===== src/rtl/dmem_arbiter.sv =====
// dmem_arbiter: shares the single-port data memory between the CPU MEM stage
// (req0) and the debug/DMA loader (req1) using round-robin arbitration.
// Each access is sequenced IDLE -> ACCESS -> DONE and acknowledged by a
// one-cycle ack pulse. Load data comes back through a registered rdata.
// Optional feature macro: DMEM_ARB_ALIGN_CHECK_EN. It adds the `misalign`
// output and turns accesses with addr[1:0] != 0 into non-memory accesses.
module dmem_arbiter #(
  parameter logic [5:0] LW_OP   = 6'h23,
  parameter logic [5:0] SW_OP   = 6'h2b,
  parameter logic [5:0] IDLE_OP = 6'h00
) (
  input  logic        clock,
  input  logic        reset,
  input  logic        req0,
  input  logic [5:0]  op0,
  input  logic [31:0] addr0,
  input  logic [31:0] wdata0,
  output logic        ack0,
  output logic [31:0] rdata0,
  input  logic        req1,
  input  logic [5:0]  op1,
  input  logic [31:0] addr1,
  input  logic [31:0] wdata1,
  output logic        ack1,
  output logic [31:0] rdata1,
  output logic [5:0]  mem_op,
  output logic [31:0] mem_address,
  output logic [31:0] mem_writevalue,
  input  logic [31:0] mem_readvalue,
  output logic        busy,
  output logic        owner
`ifdef DMEM_ARB_ALIGN_CHECK_EN
  ,
  output logic        misalign
`endif
);

  typedef enum logic [1:0] {
    S_IDLE,
    S_ACCESS,
    S_DONE
  } state_t;

  state_t      state;
  state_t      next_state;
  logic        rr_ptr;
  logic        grant;
  logic        grant_sel;
  logic [5:0]  sel_op;
  logic [31:0] sel_addr;
  logic [31:0] sel_wdata;
  logic        sel_bad;
  logic [5:0]  lat_op;
  logic [31:0] lat_addr;
  logic [31:0] lat_wdata;
  logic        lat_bad;
`ifdef DMEM_ARB_ALIGN_CHECK_EN
  logic        sel_mis;
  logic        lat_mis;
`endif

  // State register
  always_ff @(posedge clock) begin
    if (reset) begin
      state <= S_IDLE;
    end else begin
      state <= next_state;
    end
  end

  // Next-state and grant decision; in DONE only the other requester is eligible
  always_comb begin
    next_state = state;
    grant      = 1'b0;
    grant_sel  = 1'b0;
    unique case (state)
      S_IDLE: begin
        if (req0 && req1) begin
          grant     = 1'b1;
          grant_sel = rr_ptr;
        end else if (req0) begin
          grant     = 1'b1;
          grant_sel = 1'b0;
        end else if (req1) begin
          grant     = 1'b1;
          grant_sel = 1'b1;
        end
        if (grant) begin
          next_state = S_ACCESS;
        end
      end
      S_ACCESS: begin
        next_state = S_DONE;
      end
      S_DONE: begin
        if (owner ? req0 : req1) begin
          grant      = 1'b1;
          grant_sel  = ~owner;
          next_state = S_ACCESS;
        end else begin
          next_state = S_IDLE;
        end
      end
      default: begin
        next_state = S_IDLE;
      end
    endcase
  end

  // Select the granted requester's inputs and classify the access
  always_comb begin
    sel_op    = grant_sel ? op1 : op0;
    sel_addr  = grant_sel ? addr1 : addr0;
    sel_wdata = grant_sel ? wdata1 : wdata0;
    sel_bad   = (sel_op != LW_OP) && (sel_op != SW_OP);
`ifdef DMEM_ARB_ALIGN_CHECK_EN
    sel_mis   = (sel_addr[1:0] != 2'b00);
    sel_bad   = sel_bad || sel_mis;
`endif
  end

  // Grant latching, load capture, ack pulse and round-robin pointer update
  always_ff @(posedge clock) begin
    if (reset) begin
      owner     <= 1'b0;
      rr_ptr    <= 1'b0;
      ack0      <= 1'b0;
      ack1      <= 1'b0;
      rdata0    <= '0;
      rdata1    <= '0;
      lat_op    <= IDLE_OP;
      lat_addr  <= '0;
      lat_wdata <= '0;
      lat_bad   <= 1'b0;
`ifdef DMEM_ARB_ALIGN_CHECK_EN
      lat_mis   <= 1'b0;
      misalign  <= 1'b0;
`endif
    end else begin
      if (grant) begin
        owner     <= grant_sel;
        lat_op    <= sel_op;
        lat_addr  <= sel_addr;
        lat_wdata <= sel_wdata;
        lat_bad   <= sel_bad;
`ifdef DMEM_ARB_ALIGN_CHECK_EN
        lat_mis   <= sel_mis;
`endif
      end
      if (state == S_ACCESS) begin
        if (owner) begin
          ack1 <= 1'b1;
        end else begin
          ack0 <= 1'b1;
        end
        rr_ptr <= ~owner;
        if (lat_bad) begin
          if (owner) begin
            rdata1 <= '0;
          end else begin
            rdata0 <= '0;
          end
        end else if (lat_op == LW_OP) begin
          if (owner) begin
            rdata1 <= mem_readvalue;
          end else begin
            rdata0 <= mem_readvalue;
          end
        end
`ifdef DMEM_ARB_ALIGN_CHECK_EN
        misalign <= lat_mis;
`endif
      end else if (state == S_DONE) begin
        ack0 <= 1'b0;
        ack1 <= 1'b0;
`ifdef DMEM_ARB_ALIGN_CHECK_EN
        misalign <= 1'b0;
`endif
      end
    end
  end

  // Memory drive: op only during a legal ACCESS, gated by reset so no store commits on a reset edge
  always_comb begin
    mem_op = IDLE_OP;
    if (!reset && (state == S_ACCESS) && !lat_bad) begin
      mem_op = lat_op;
    end
  end

  assign mem_address    = lat_addr;
  assign mem_writevalue = lat_wdata;
  assign busy           = (state != S_IDLE);

endmodule

===== config.mk =====
export PLATFORM = sky130hd
export DESIGN_NAME = dmem_arbiter
export DESIGN_NICKNAME = d
export VERILOG_FILES = /design/src/rtl/dmem_arbiter.sv
export SDC_FILE = /design/constraint.sdc
export NUM_CORES = 1
export LEC_CHECK = 0
export CORE_ASPECT_RATIO = 0.8
export CORE_MARGIN = 2
export CORE_UTILIZATION = 36
export CTS_CLUSTER_SIZE = 16
export DETAILED_ROUTE_END_ITERATION = 8
export PLACE_DENSITY = 0.77
export SYNTH_ARGS = -nofsm -noshare
export SYNTH_HDL_FRONTEND = slang
export SYNTH_SLANG_ARGS = --single-unit

===== constraint.sdc =====
create_clock -name clock -period 1.7 [get_ports clock]
set_input_delay 0.34 -clock clock [delete_from_list [all_inputs] [get_ports clock]]
set_output_delay 0.34 -clock clock [all_outputs]
set_load 0.01 [all_outputs]

==> load_flow_metrics.sql, run 1 <==
INSERT INTO impl_metrics (metric_group, metric, value, unit) VALUES
('synthesis', 'syn_area', '0.005954', 'mm2'),
('layout', 'post_route_cells_drive_above_1_share', '16.30', '%'),
('critical_path', 'crit_path_cell_trace', 'buf_6 > a21bo_4 > a221oi_4 > buf_6 > clkbuf_16 > clkbuf_16 > nor2_2 > a311oi_1', ''),
('sta', 'worst_clock_skew', '8.640', 'ps'),
('floorplan', 'io_pins', '314', ''),
('cts', 'numCtsBuffers', '17', ''),
('critical_path', 'timing.critical_path.fanout_max', '12', ''),
('layout', 'fin_area', '0.01093', 'mm2'),
('critical_path', 'setup.worst_path.start_class', 'register', ''),
('synthesis', 'synth-async-reset-ratio', '0', '%'),
('grt', 'globalRouteTotalUtil', '24.68', '%'),
('floorplan', 'floorplan.rows', '42', ''),
('route', 'wl_per_cell', '18.33', 'um'),
('synthesis', 'syn_avg_cell_area', '8.101', 'um2'),
('grt', 'antenna_found_initial', '0', ''),
('synthesis', 'synthFlopType', 'sky130_fd_sc_hd__dfxtp_1', ''),
('sta', 'slew_viol_final', '0', ''),
('cts', 'cts-htree-levels', '4', ''),
('placement', 'place.detailed.hpwl', '16020', 'um'),
('sta', 'setup_slack', '-214.5', 'ps'),
('route', 'route.final.wire_length', '23940', 'um'),
('layout', 'commonest_non_fill_non_tap_cell_in_the_layout', 'sky130_fd_sc_hd__clkdlybuf4s50_1', ''),
('synthesis', 'synth_seq_area_share', '47.40', '%'),
('cts', 'clock_tree_from_tritoncts', 'built', ''),
('floorplan', 'die-width', '147.8', 'um'),
('floorplan', 'design.die.area', '0.01759', 'mm2'),
('grt', 'via_count_of_the_first_global_routing_pass', '6506', ''),
('critical_path', 'crit_required', '2010', 'ps'),
('cts', 'clk_transition_reported_paths', '60', 'ps'),
('layout', 'diodes', '0', ''),
('sta', 'timing.final.hold_violations', '0', ''),
('critical_path', 'crit_buf_inv', '4', ''),
('run_status', 'run_status', 'finished with violations', ''),
('floorplan', 'start_util', '36.43', '%'),
('placement', 'place_congestion', '0.8792', ''),
('cts', 'cts.path.max_buffers', '2', ''),
('power', 'cellLeakagePower', '4.634', 'nW'),
('cts', 'clkLatencyLatePin', '420', 'ps'),
('route', 'detail_route.iter0.violations', '352', ''),
('grt', 'grt_start_max_net_pins', '61', ''),
('sta', 'post-route-period-util', '112.6', '%'),
('layout', 'final_util', '66.90', '%'),
('grt', 'grt_first_pass_wirelength', '34110', 'um'),
('cts', 'cts.sink_count', '141', ''),
('critical_path', 'r2r_start', 'state[1]', ''),
('cts', 'clockRootBuffer', 'sky130_fd_sc_hd__clkbuf_16', ''),
('floorplan', 'floorplan.core_area', '0.01634', 'mm2'),
('synthesis', 'yosys_register_bits', '141', ''),
('sta', 'worst_tran_pin_value', '677.8', 'ps'),
('sta', 'setup_tns', '-4247', 'ps'),
('layout', 'layout.filler_cells', '1308', ''),
('synthesis', 'ys_types', '31', ''),
('grt', 'gr-total-overflow', '0', ''),
('critical_path', 'crit_family', 'compound AO/OA/AOI/OAI gates', ''),
('run_status', 'violations_in_the_final_reports', 'negative setup slack', ''),
('sta', 'worst_slew_margin_rel', '54.81', '%'),
('sta', 'max_clock_freq', '522.3', 'MHz'),
('sta', 'hold_ws', '471.7', 'ps'),
('power', 'cellPowerDensity', '884.6', 'mW/mm2'),
('synthesis', 'synthesis.yosys.warnings', '0', ''),
('route', 'drt_drc_violations_left', '0', ''),
('synthesis', 'synthesis.instances', '735', ''),
('worst_hold_path', 'hp-start', 'rdata0[24]', ''),
('sta', 'final-setup-viol-count', '78', ''),
('route', 'antenna_left', '0', ''),
('critical_path', 'worstPathArrival', '2220', 'ps'),
('critical_path', 'biggest_cell_delay_along_the_critical_path', '330', 'ps'),
('worst_hold_path', 'hold_path_class', 'reg2reg', ''),
('job', 'maxCapViolCount', '0', ''),
('critical_path', 'setup.worst_path.start', 'state[1]', ''),
('floorplan', 'die_extent_in_y', '119.0', 'um');
==> power by group <==
part           switching (mW)  internal, mW
Combinational            1.02          1.29
Clock                    1.44          2.27
Sequential              0.133          3.52
Total                    2.59          7.08
==> path summary, 6_finish.rpt <==
path,cells past startpoint,to,slack [ps]
setup / recovery,8,mem_writevalue[7],-210
hold / removal,2,rdata0[24],470
setup reg to reg,8,mem_writevalue[7],-210
hold reg to reg,2,rdata0[24],470
==> tightest hold or removal path, stage by stage, from the launching register on <==
cell	delay, ps
sky130_fd_sc_hd__dfxtp_1	300
sky130_fd_sc_hd__o21ai_0	60
sky130_fd_sc_hd__a21oi_1	60
==> sequential cells by signal (all words and copies together) (netlist names) <==
signal	flops
lat_op	6
rr_ptr	1
rdata1	32
ack0	1
state	2
mem_writevalue	32
lat_bad	1
ack1	1
mem_address	32
owner	1
rdata0	32
==> per-stage QoR <==
stage               setup WS [ps]  std cells
finish                     -214.5       1306
floorplan                  -9.346        735
detailed placement         -534.7       1246
CTS                        -150.6       1281
global route               -242.8       1306
global placement           -500.2       1246
==> timing repair <==
item	4_1_cts	5_1_grt
setup endpoints to repair	136	138
pin swaps	13	72
hold buffers	0	0
gates cloned	1	13
gates resized for setup	64	120
setup buffers	3	15
==> layout make-up <==
cell class | instances | area, um2 | area share, %
Inverter | 2 | 7.507 | 0.06866
Clock buffer | 21 | 470.5 | 4.303
Timing Repair Buffer | 388 | 4209 | 38.49
Sequential cell | 141 | 2825 | 25.84
Multi-Input combinational cell | 524 | 3033 | 27.74
Tap cell | 220 | 275.3 | 2.517
Clock inverter | 10 | 113.9 | 1.041
==> cells by family after synthesis <==
group,after synthesis,share of synthesized area [%]
simple gates,316,24.14
compound gates,207,23.37
flops,141,47.40
buf+inv,71,5.085
==> synth_stat cells, drive strengths merged, types with 4 or more instances <==
master	instances	area (um2)
a22oi	23	172.7
nand2b	5	31.28
buf	25	130.1
a21oi	44	220.2
nor3	6	40.04
clkbuf	44	165.2
o21ai	66	330.3
nor4	4	52.55
nand3b	35	262.8
and2	6	37.54
or2	4	25.02
nand2	173	649.4
nor2	74	277.8
dfxtp	141	2823
a311oi	70	613.1
==> metal layers <==
layer | vias up | track usage [%] | wire [um]
met5 | - | 0 | 0
met2 | 285 | 42.21 | 11930
li1 | 3283 | - | -
met3 | 27 | 9.080 | 2272
met1 | 3266 | 28.59 | 9202
met4 | 0 | 8.113 | 531
Power figures use the tool's default switching activity.
==> run 2, diff against run 1 <==
--- a/config.mk
+++ b/config.mk
@@ -8,6 +8,7 @@
 export CORE_ASPECT_RATIO = 0.8
 export CORE_MARGIN = 2
 export CORE_UTILIZATION = 36
+export CTS_CLUSTER_DIAMETER = 60
 export CTS_CLUSTER_SIZE = 16
 export DETAILED_ROUTE_END_ITERATION = 8
 export PLACE_DENSITY = 0.77
==> results of run 2 <==
Final layout, timing and power as in run 1 (identical DEF).
